File: src/rtl/stage1_if_if.sv
// Fetch-stage port bundle: SRAM-like instruction bus and the fs_to_ds handshake.
// master = fetch stage, slave = memory / decode side.
interface stage1_if_if;
    logic        inst_sram_req;
    logic        inst_sram_wr;
    logic [1:0]  inst_sram_size;
    logic [3:0]  inst_sram_wstrb;
    logic [31:0] inst_sram_wdata;
    logic [31:0] inst_sram_addr;
    logic        inst_sram_addr_ok;
    logic        inst_sram_data_ok;
    logic [31:0] inst_sram_rdata;
    logic        ds_allow_in;
    logic        fs_to_ds_valid;
    logic [63:0] fs_to_ds_bus;

    modport master (
        output inst_sram_req, inst_sram_wr, inst_sram_size,
        output inst_sram_wstrb, inst_sram_wdata, inst_sram_addr,
        input  inst_sram_addr_ok, inst_sram_data_ok, inst_sram_rdata,
        input  ds_allow_in,
        output fs_to_ds_valid, fs_to_ds_bus
    );

    modport slave (
        input  inst_sram_req, inst_sram_wr, inst_sram_size,
        input  inst_sram_wstrb, inst_sram_wdata, inst_sram_addr,
        output inst_sram_addr_ok, inst_sram_data_ok, inst_sram_rdata,
        output ds_allow_in,
        input  fs_to_ds_valid, fs_to_ds_bus
    );
endinterface

File: src/rtl/stage1_if.sv
// Instruction-fetch stage: issues fetches, buffers {inst, pc}, handles redirects.
// IF_PREFETCH_EN: two outstanding requests / two buffer entries (else one).
module stage1_if (
    input  logic        clk,
    input  logic        resetn,
    input  logic [33:0] br_bus,
    stage1_if_if.master b
);

`ifdef IF_PREFETCH_EN
    localparam int N  = 2;
    localparam int CW = 2;
`else
    localparam int N  = 1;
    localparam int CW = 1;
`endif
    localparam logic [31:0] RESET_PC = 32'h1c000000;

    logic          req_q, req_d;
    logic [31:0]   addr_q, addr_d;
    logic          started_q, started_d;
    logic          tgt_q, tgt_d;
    logic          stale_q, stale_d;
    logic          br_pending_q, br_pending_d;
    logic [31:0]   br_target_q, br_target_d;
    logic [CW-1:0] out_cnt_q, out_cnt_d;
    logic [CW-1:0] buf_cnt_q, buf_cnt_d;
    logic [CW-1:0] discard_q, discard_d;
    logic [63:0]   buf_q [N];
    logic [63:0]   buf_d [N];
    logic [31:0]   pcq_q [N];
    logic [31:0]   pcq_d [N];

    logic          cancel, acc, dok, pop, keep;
    logic [CW:0]   occ_d;
    int            bidx, pidx;
    logic          unused_br_taken;

    assign unused_br_taken = br_bus[32];
    assign cancel = br_bus[33];
    assign acc    = req_q & b.inst_sram_addr_ok;
    assign dok    = b.inst_sram_data_ok;
    assign pop    = (buf_cnt_q != '0) & b.ds_allow_in;
    assign keep   = dok & (discard_q == '0) & ~cancel;
    assign bidx   = int'(buf_cnt_q) - int'(pop);
    assign pidx   = int'(out_cnt_q) - int'(dok);

    always_comb begin
        out_cnt_d    = out_cnt_q + CW'(acc) - CW'(dok);
        buf_cnt_d    = cancel ? '0 : buf_cnt_q + CW'(keep) - CW'(pop);
        occ_d        = {1'b0, out_cnt_d} + {1'b0, buf_cnt_d};
        br_target_d  = cancel ? br_bus[31:0] : br_target_q;
        br_pending_d = br_pending_q;
        stale_d      = stale_q;
        discard_d    = discard_q - CW'(dok && discard_q != '0)
                     + CW'(acc && stale_q);
        if (acc) stale_d = 1'b0;
        if (acc && tgt_q && !stale_q) br_pending_d = 1'b0;
        // Everything still owed after this edge belongs to the old path.
        if (cancel) begin
            br_pending_d = 1'b1;
            stale_d      = req_q & ~acc;
            discard_d    = out_cnt_d;
        end
    end

    always_comb begin
        req_d     = 1'b0;
        addr_d    = addr_q;
        tgt_d     = 1'b0;
        started_d = started_q;
        if (req_q && !acc) begin
            req_d = 1'b1;
            tgt_d = tgt_q;
        end else if (occ_d < (CW+1)'(N)) begin
            req_d     = 1'b1;
            started_d = 1'b1;
            tgt_d     = started_q & br_pending_d;
            if (!started_q)
                addr_d = RESET_PC;
            else if (br_pending_d)
                addr_d = br_target_d;
            else
                addr_d = addr_q + 32'd4;
        end
    end

    always_comb begin
        buf_d = buf_q;
        pcq_d = pcq_q;
        if (pop)
            for (int i = 0; i < N - 1; i++) buf_d[i] = buf_q[i + 1];
        if (keep)
            for (int i = 0; i < N; i++)
                if (i == bidx) buf_d[i] = {b.inst_sram_rdata, pcq_q[0]};
        if (dok)
            for (int i = 0; i < N - 1; i++) pcq_d[i] = pcq_q[i + 1];
        if (acc)
            for (int i = 0; i < N; i++)
                if (i == pidx) pcq_d[i] = addr_q;
    end

    always_ff @(posedge clk or negedge resetn) begin
        if (!resetn) begin
            req_q        <= 1'b0;
            addr_q       <= '0;
            started_q    <= 1'b0;
            tgt_q        <= 1'b0;
            stale_q      <= 1'b0;
            br_pending_q <= 1'b0;
            br_target_q  <= '0;
            out_cnt_q    <= '0;
            buf_cnt_q    <= '0;
            discard_q    <= '0;
            for (int i = 0; i < N; i++) begin
                buf_q[i] <= '0;
                pcq_q[i] <= '0;
            end
        end else begin
            req_q        <= req_d;
            addr_q       <= addr_d;
            started_q    <= started_d;
            tgt_q        <= tgt_d;
            stale_q      <= stale_d;
            br_pending_q <= br_pending_d;
            br_target_q  <= br_target_d;
            out_cnt_q    <= out_cnt_d;
            buf_cnt_q    <= buf_cnt_d;
            discard_q    <= discard_d;
            buf_q        <= buf_d;
            pcq_q        <= pcq_d;
        end
    end

    assign b.inst_sram_req   = req_q;
    assign b.inst_sram_addr  = addr_q;
    assign b.inst_sram_wr    = 1'b0;
    assign b.inst_sram_size  = 2'b10;
    assign b.inst_sram_wstrb = 4'b0;
    assign b.inst_sram_wdata = 32'b0;
    assign b.fs_to_ds_valid  = (buf_cnt_q != '0);
    assign b.fs_to_ds_bus    = (buf_cnt_q != '0) ? buf_q[0] : 64'b0;

endmodule

File: src/flat_wrapper.sv
// flat-port wrapper written by rule: the top's interface ports become plain ports
module stage1_if_flat 
  (clk, resetn, br_bus, b_inst_sram_req, b_inst_sram_wr, b_inst_sram_size, b_inst_sram_wstrb, b_inst_sram_wdata, b_inst_sram_addr, b_inst_sram_addr_ok, b_inst_sram_data_ok, b_inst_sram_rdata, b_ds_allow_in, b_fs_to_ds_valid, b_fs_to_ds_bus);
  stage1_if_if b_i ();
  input  logic clk;
  input  logic resetn;
  input  logic [33:0] br_bus;
  output wire logic [$bits(b_i.inst_sram_req)-1:0] b_inst_sram_req;
  output wire logic [$bits(b_i.inst_sram_wr)-1:0] b_inst_sram_wr;
  output wire logic [$bits(b_i.inst_sram_size)-1:0] b_inst_sram_size;
  output wire logic [$bits(b_i.inst_sram_wstrb)-1:0] b_inst_sram_wstrb;
  output wire logic [$bits(b_i.inst_sram_wdata)-1:0] b_inst_sram_wdata;
  output wire logic [$bits(b_i.inst_sram_addr)-1:0] b_inst_sram_addr;
  input wire logic [$bits(b_i.inst_sram_addr_ok)-1:0] b_inst_sram_addr_ok;
  input wire logic [$bits(b_i.inst_sram_data_ok)-1:0] b_inst_sram_data_ok;
  input wire logic [$bits(b_i.inst_sram_rdata)-1:0] b_inst_sram_rdata;
  input wire logic [$bits(b_i.ds_allow_in)-1:0] b_ds_allow_in;
  output wire logic [$bits(b_i.fs_to_ds_valid)-1:0] b_fs_to_ds_valid;
  output wire logic [$bits(b_i.fs_to_ds_bus)-1:0] b_fs_to_ds_bus;
  assign b_inst_sram_req = b_i.inst_sram_req;
  assign b_inst_sram_wr = b_i.inst_sram_wr;
  assign b_inst_sram_size = b_i.inst_sram_size;
  assign b_inst_sram_wstrb = b_i.inst_sram_wstrb;
  assign b_inst_sram_wdata = b_i.inst_sram_wdata;
  assign b_inst_sram_addr = b_i.inst_sram_addr;
  assign b_i.inst_sram_addr_ok = b_inst_sram_addr_ok;
  assign b_i.inst_sram_data_ok = b_inst_sram_data_ok;
  assign b_i.inst_sram_rdata = b_inst_sram_rdata;
  assign b_i.ds_allow_in = b_ds_allow_in;
  assign b_fs_to_ds_valid = b_i.fs_to_ds_valid;
  assign b_fs_to_ds_bus = b_i.fs_to_ds_bus;
  stage1_if u_core (.clk(clk), .resetn(resetn), .br_bus(br_bus), .b(b_i));
endmodule
File: config.mk
export PLATFORM = sky130hd
export DESIGN_NAME = stage1_if_flat
export DESIGN_NICKNAME = d
export VERILOG_FILES = /design/src/rtl/stage1_if_if.sv /design/src/rtl/stage1_if.sv /design/src/flat_wrapper.sv
export SDC_FILE = /design/constraint.sdc
export NUM_CORES = 1
export LEC_CHECK = 0
export ABC_AREA = 1
export CORE_ASPECT_RATIO = 1.75
export CORE_MARGIN = 1
export CORE_UTILIZATION = 40
export CTS_CLUSTER_DIAMETER = 120
export DETAILED_ROUTE_END_ITERATION = 10
export PLACE_DENSITY_LB_ADDON = 0.25
export SETUP_SLACK_MARGIN = 0.15
export SYNTH_ARGS = -nofsm -noshare
export SYNTH_HDL_FRONTEND = slang
export SYNTH_SLANG_ARGS = --single-unit
File: constraint.sdc
create_clock -name clk -period 2.1 [get_ports clk]
set_input_delay 0.42 -clock clk [delete_from_list [all_inputs] [get_ports clk]]
set_output_delay 0.42 -clock clk [all_outputs]
set_load 0.005 [all_outputs]
==> results of run 1 <==
==> worst reg2reg max path: stages, from the launching register on <==
cell     delay [ps]
dfrtp_2         440
buf_4           140
inv_1            30
nor2_1           80
nand3_1         100
nand3_2          90
nand3_2         210
buf_6           260
nand2_1          70
inv_1            40
a21oi_1         130
nand2_1          60
==> routing by layer <==
metal / up-vias / share of wire, %
met3: 52 / 3.9
met5: - / 0
met4: 0 / 3.6
met1: 3237 / 39
met2: 220 / 53
li1: 3612 / -
==> metrics by stage <==
step,setup slack (ps),std cells
floorplan,509,1085
global placement,-173,1463
detailed placement,-209,1463
CTS,-103,1526
global route,-108,1542
finish,-54.6,1542
==> repair_timing <==
action                                  in CTS  in global routing
gates resized for setup                    236                182
hold buffers                                 1                  0
cloned                                       5                  1
endpoints found under the hold margin       41                  0
endpoints found under the setup margin      73                 76
pin swaps                                    0                  0
buffers inserted                            26                 15
==> logic make-up (layout without fill, tap and decap cells) <==
| group | after synthesis | after routing | share of synthesized area [%] |
|---|---|---|---|
| mux | 32 | 32 | 4.34 |
| other cells | 2 | 39 | 0.0904 |
| buf+inv | 229 | 438 | 12.7 |
| fa+ha+maj | 2 | 2 | 0.301 |
| simple gates | 512 | 512 | 25.4 |
| flops | 168 | 168 | 50.6 |
| compound gates | 97 | 97 | 5.95 |
| xor+xnor | 6 | 6 | 0.633 |
==> worst paths after layout <==
check	from	to	slack [ps]	cells past startpoint
setup / recovery	u_core.b.fs_to_ds_valid$_DFF_PN0_	b_fs_to_ds_bus[14]	-50	8
hold / removal	br_bus[33]	u_core.discard_q$_DFF_PN0_	410	3
setup reg to reg	u_core.b.fs_to_ds_valid$_DFF_PN0_	u_core.b.inst_sram_addr[31]$_DFFE_PN0P_	330	11
hold reg to reg	u_core.br_target_q[16]$_DFF_PN0_	u_core.br_target_q[16]$_DFF_PN0_	480	2
max in group asynchronous	resetn	u_core.buf_q[47]$_DFFE_PN0P_	910	3
min in group asynchronous	resetn	u_core.br_target_q[10]$_DFF_PN0_	510	2
==> flip-flops by register name, summed over array words and instances, names as in the netlist <==
signal,count
u_core.br_pending_q,1
u_core.stale_q,1
u_core.b.inst_sram_addr,32
u_core.pcq_q,32
u_core.started_q,1
u_core.br_target_q,32
u_core.b.inst_sram_req,1
u_core.out_cnt_q,1
u_core.tgt_q,1
u_core.discard_q,1
u_core.b.fs_to_ds_valid,1
u_core.buf_q,64
==> cell type report <==
type                    instances  share of cell area [%]
flip-flops and latches        168                    35.8
multi-input cells             688                    29.2
repair buffers                260                    22.4
inverters                     147                    4.68
clock buffers                  20                    3.79
well taps                     248                    2.63
clock inverters                11                    1.46
==> layout by cell type (no fill, tap or decap), types with 2 or more instances in the layout <==
cell	instances
a21oi_1	14
buf_12	18
buf_16	5
buf_2	32
buf_4	41
buf_6	39
buf_8	7
bufinv_16	4
clkbuf_1	2
clkbuf_16	18
clkbuf_2	14
clkdlybuf4s50_1	100
clkinv_2	2
clkinvlp_4	2
conb_1	39
dfrtp_1	154
dfrtp_2	14
inv_1	111
inv_2	36
inv_6	2
mux2_2	32
nand2_1	318
nand2_2	34
nand2_4	21
nand3_1	56
nand3_2	5
nand3b_1	4
nand4_1	9
nor2_1	51
nor2_2	5
nor2_4	2
nor3_1	2
o21ai_0	76
o21ai_1	4
xnor2_1	2
xor2_1	4
==> Yosys cell counts, types with 2 or more instances <==
| cell type | n | area share [%] |
|---|---|---|
| inv_1 | 144 | 6.5 |
| nand4_1 | 9 | 0.68 |
| nand3_1 | 57 | 3.4 |
| nor2_4 | 2 | 0.27 |
| nor3_1 | 2 | 0.12 |
| clkbuf_1 | 19 | 0.86 |
| buf_2 | 16 | 0.96 |
| dfrtp_1 | 168 | 51 |
| o21ai_1 | 4 | 0.24 |
| a21oi_1 | 14 | 0.84 |
| buf_6 | 2 | 0.27 |
| buf_4 | 42 | 3.8 |
| xnor2_1 | 2 | 0.21 |
| o21ai_0 | 76 | 4.6 |
| mux2_2 | 32 | 4.3 |
| nand3_2 | 5 | 0.60 |
| nor2_2 | 5 | 0.38 |
| buf_1 | 3 | 0.14 |
| nor2_1 | 51 | 2.3 |
| ha_1 | 2 | 0.30 |
| conb_1 | 2 | 0.090 |
| nand3b_1 | 4 | 0.36 |
| xor2_1 | 4 | 0.42 |
| nand2_1 | 371 | 17 |
| nand2_2 | 2 | 0.15 |
| inv_2 | 3 | 0.14 |
==> power by group <==
| part | switching [mW] | total [mW] | internal [mW] |
|---|---|---|---|
| Combinational | 2.34 | 4.74 | 2.40 |
| Sequential | 1.06 | 5.55 | 4.49 |
| Clock | 1.28 | 3.29 | 2.02 |
==> impl_metrics.json, run 1 <==
{
  "status": "finished with violations",
  "violations": "setup timing",
  "cts_sinks": 168,
  "numPortBuffers": 167,
  "synth.distinct_cells": 33,
  "grt_pass1_wl_um": 35300,
  "final_area_um2": 11800,
  "grtUsageMet2_pct": 38.3,
  "final-hold-violation-count": 0,
  "layout_setup_ws_ps": -54.6,
  "fill_cells": 1835,
  "coreArea_um2": 20300,
  "avgRoutedWirePerCell_um": 14.2,
  "first_global_vias": 7003,
  "p_total_mw": 13.6,
  "die_w_um": 111,
  "final-seq-area_um2": 4220,
  "cts_root_buf": "clkbuf_16",
  "yosysSeqAreaShare_pct": 50.6,
  "drtAntennaViolNets": 0,
  "syn_to_final_growth_pct": 41.9,
  "critical-path-top-delay-family": "buffers and inverters",
  "ys_async_sr_fraction_pct": 100,
  "powerDensity_nw_per_um2": 1150,
  "crit_path_end_kind": "primary output",
  "fmax_ghz": 0.464,
  "synth_area_per_cell_um2": 7.92,
  "htree_levels": 4,
  "hold_ws_ps": 410,
  "max-vdd-ir-drop_uv": 632,
  "synth_area_um2": 8300,
  "path_max_fanout": 8,
  "die_y_um": 193,
  "met1_usage_pct": 23.6,
  "cp_cell_sequence": "buf_6, buf_12, buf_12, buf_16, buf_8, nand2_4, inv_2, buf_6",
  "grt-ovfl-total": 0,
  "clk_pin_slew_ps": 60,
  "use_met3_pct": 4.02,
  "slowest_delay_ps": 460,
  "clockBufferDepth": 2,
  "slew_viol_final": 0,
  "io_pins": 208,
  "antenna_found_initial": 0,
  "cap_violations": 0,
  "synthFlopType": "dfrtp_1",
  "drc": 0,
  "synth_warnings": 0,
  "cts_tree": "built",
  "routed_wl_um": 21900,
  "dieArea_um2": 21400,
  "initial_utilization_pct": 40.9,
  "netlist_instances": 1048,
  "synth_edf_count": 0,
  "crit_type": "flop to primary output",
  "row_count": 69,
  "vias": 7121,
  "detailed_place_hpwl_um": 14800,
  "final_nets": 1355,
  "finalCritPeriodShare_pct": 103,
  "drtIter0Drc": 289,
  "finalCriticalPeriod_ps": 2150,
  "clock_skew_ps": 8.09,
  "crit_buf_inv": 7,
  "final_util_pct": 58.1,
  "finalSetupTns_ps": -238,
  "cts_made_buffers": 17,
  "required_ps": 1680,
  "worst_setup_path_start_kind": "flop",
  "final_layout_size_suffix_gt1_share_pct": 26.1,
  "worst_ep_arrival_time_ps": 1730,
  "antenna_cells": 0,
  "drt_first_pass_iters": 5,
  "leakagePower_nw": 6.18,
  "worstSkewPairLatency_ps": 440,
  "grt_start_max_net_pins": 65,
  "top_usage_layer": "met2",
  "multiInputGateArea_um2": 3440,
  "gp_congestion": 0.922,
  "min_path_type": "input pin to flop",
  "grtUsageTotal_pct": 21.3,
  "crit_path_top_delay_cell": "dfrtp_2",
  "setup_viol": 6,
  "postPlaceCellArea_um2": 10400,
  "grt_setup_unrepaired": "true",
  "viasPerCell": 4.62,
  "synth_seq_cells": 168
}
No activity file was read; power rests on OpenSTA's default activity.
==> inputs of run 2 (changes only) <==
GPL_ROUTABILITY_DRIVEN = 1   (was default)
==> results of run 2 <==
Same layout as run 1: the final DEF is identical, and so are final timing and power.
==> inputs of run 3 (changes only) <==
DONT_BUFFER_PORTS = 1   (was default)
==> impl_metrics.json, run 3 (same netlist as run 1, synthesis figures left out) <==
{
  "fmax_ghz": 0.557,
  "finalCriticalPeriod_ps": 1800,
  "critical-path-top-delay-family": "simple AND/OR/NAND/NOR gates",
  "grt_start_max_net_pins": 169,
  "slew_viol_final": 0,
  "cts_tree": "built",
  "initial_utilization_pct": 40.9,
  "grt_pass1_wl_um": 30700,
  "drtIter0Drc": 198,
  "violations": "hold timing",
  "final_common_cell": "nand2_1",
  "setup_viol": 0,
  "drt_first_pass_iters": 4,
  "worst_setup_path_start_kind": "flop",
  "stdcell_count": 1304,
  "cap_violations": 0,
  "antenna_found_initial": 0,
  "crit_path_end_kind": "flop",
  "regMostFlops": "u_core.buf_q",
  "crit_path_top_delay_cell": "dfrtp_1",
  "avgRoutedWirePerCell_um": 14.5,
  "cts_made_buffers": 17,
  "required_ps": 2430,
  "clockBufferDepth": 2,
  "worstReg2RegStart": "u_core.b.inst_sram_addr[2]$_DFFE_PN0P_",
  "htree_levels": 4,
  "final_nets": 1117,
  "cpMostUsedCell": "nand2_1",
  "grtUsageTotal_pct": 18.5,
  "pre_cts_ws_ps": 253,
  "dieArea_um2": 21400,
  "worst_ep_arrival_time_ps": 2120,
  "path_max_fanout": 5,
  "coreArea_um2": 20300,
  "viasPerCell": 4.69,
  "numPortBuffers": 0,
  "antenna_cells": 0,
  "drc": 0,
  "vias": 6113,
  "cp_cell_sequence": "ha_1, nand3_2, nor2_4, nand3_2, nor2_2, nand2_1, nand2_1, nand3_1, nand2_1, nand2_1",
  "drtAntennaViolNets": 0,
  "die_y_um": 193,
  "detailed_place_hpwl_um": 13600,
  "finalCritPeriodShare_pct": 85.6,
  "final-hold-violation-count": 168,
  "grt_setup_unrepaired": "false",
  "clock_skew_ps": 8.08,
  "cts_root_buf": "clkbuf_16",
  "cts_sinks": 168,
  "final_cell_mix": "nand2_1 (371), dfrtp_1 (167), inv_1 (144), o21ai_0 (76), nand3_1 (56)",
  "crit_type": "flop to flop",
  "first_global_vias": 5922,
  "powerDensity_nw_per_um2": 1300,
  "min_path_type": "input pin to async pin",
  "die_w_um": 111,
  "finalSetupTns_ps": 0,
  "routed_wl_um": 18900,
  "worstSkewPairLatency_ps": 430,
  "final_layout_size_suffix_gt1_share_pct": 9.94,
  "gp_congestion": 0.888,
  "placedCellCount": 1273,
  "leakagePower_nw": 4.80,
  "status": "finished with violations",
  "slowest_delay_ps": 360,
  "crit_buf_inv": 0,
  "startpoint": "u_core.b.inst_sram_addr[2]$_DFFE_PN0P_",
  "clk_pin_slew_ps": 60,
  "layout_setup_ws_ps": 303,
  "syn_to_final_growth_pct": 9.63,
  "hold_ws_ps": -311,
  "max-vdd-ir-drop_uv": 703,
  "grt-ovfl-total": 0,
  "largest_reg_flops": 64,
  "io_pins": 208,
  "row_count": 69
}
## run 3: cell types whose count changed in the layout (fill, tap and decap cells not counted), moves of 21 or more
cell	delta
clkdlybuf4s50_1	-100
nand2_4	-21
buf_6	-38
buf_4	-24
buf_2	-32
inv_2	-34
nand2_1	+53
inv_1	+33
nand2_2	-32
## run 3: metrics by stage
stage          area, µm²  power (mW)  utilization [%]
2_1_floorplan       8440        7.69                -
3_3_place_gp        8480        8.59             41.8
3_5_place_dp        8480        8.71             41.8
4_1_cts             9080        11.9             44.8
5_1_grt             9100        12.7             44.9
6_report            9100        11.8             44.9
## run 3: worst paths after layout
path | endpoint | slack (ps) | cells after the start
max in group asynchronous | u_core.br_target_q[14]$_DFF_PN0_ | 2150 | 0
hold reg to reg | u_core.br_target_q[30]$_DFF_PN0_ | 470 | 2
setup reg to reg | u_core.b.inst_sram_addr[26]$_DFFE_PN0P_ | 300 | 10
hold / removal | u_core.discard_q$_DFF_PN0_ | -310 | 0
setup / recovery | u_core.b.inst_sram_addr[26]$_DFFE_PN0P_ | 300 | 10
min in group clk | u_core.stale_q$_DFFE_PN0P_ | 90 | 1
## run 3: where the power goes
group / internal (mW) / leakage [nW] / switching, mW
sequential: 4.46 / 2.09 / 0.893
combinational: 1.30 / 2.42 / 1.99
clock: 1.88 / 0.293 / 1.28
total: 7.64 / 4.80 / 4.16
## run 3: layer usage
metal	vias up	routed length, µm	track usage (%)
met1	2747	7780	20.7
met4	0	538	8.67
met2	204	9470	32.6
met5	-	0	0
met3	26	1100	4.96
li1	3136	-	-
## run 3: layout make-up
cell class / count / area (µm²)
clock buffers: 22 / 484
inverters: 147 / 554
fillers: 2059 / 11200
multi-input cells: 688 / 3210
flip-flops and latches: 168 / 4210
well taps: 248 / 310
repair buffers: 22 / 219
clock inverters: 9 / 116
## run 3: what timing repair did
item / CTS / global route
endpoints found under the hold margin: 168 / 168
endpoints found under the setup margin: 0 / 12
buffers inserted: 0 / 0
gates resized for setup: 0 / 5
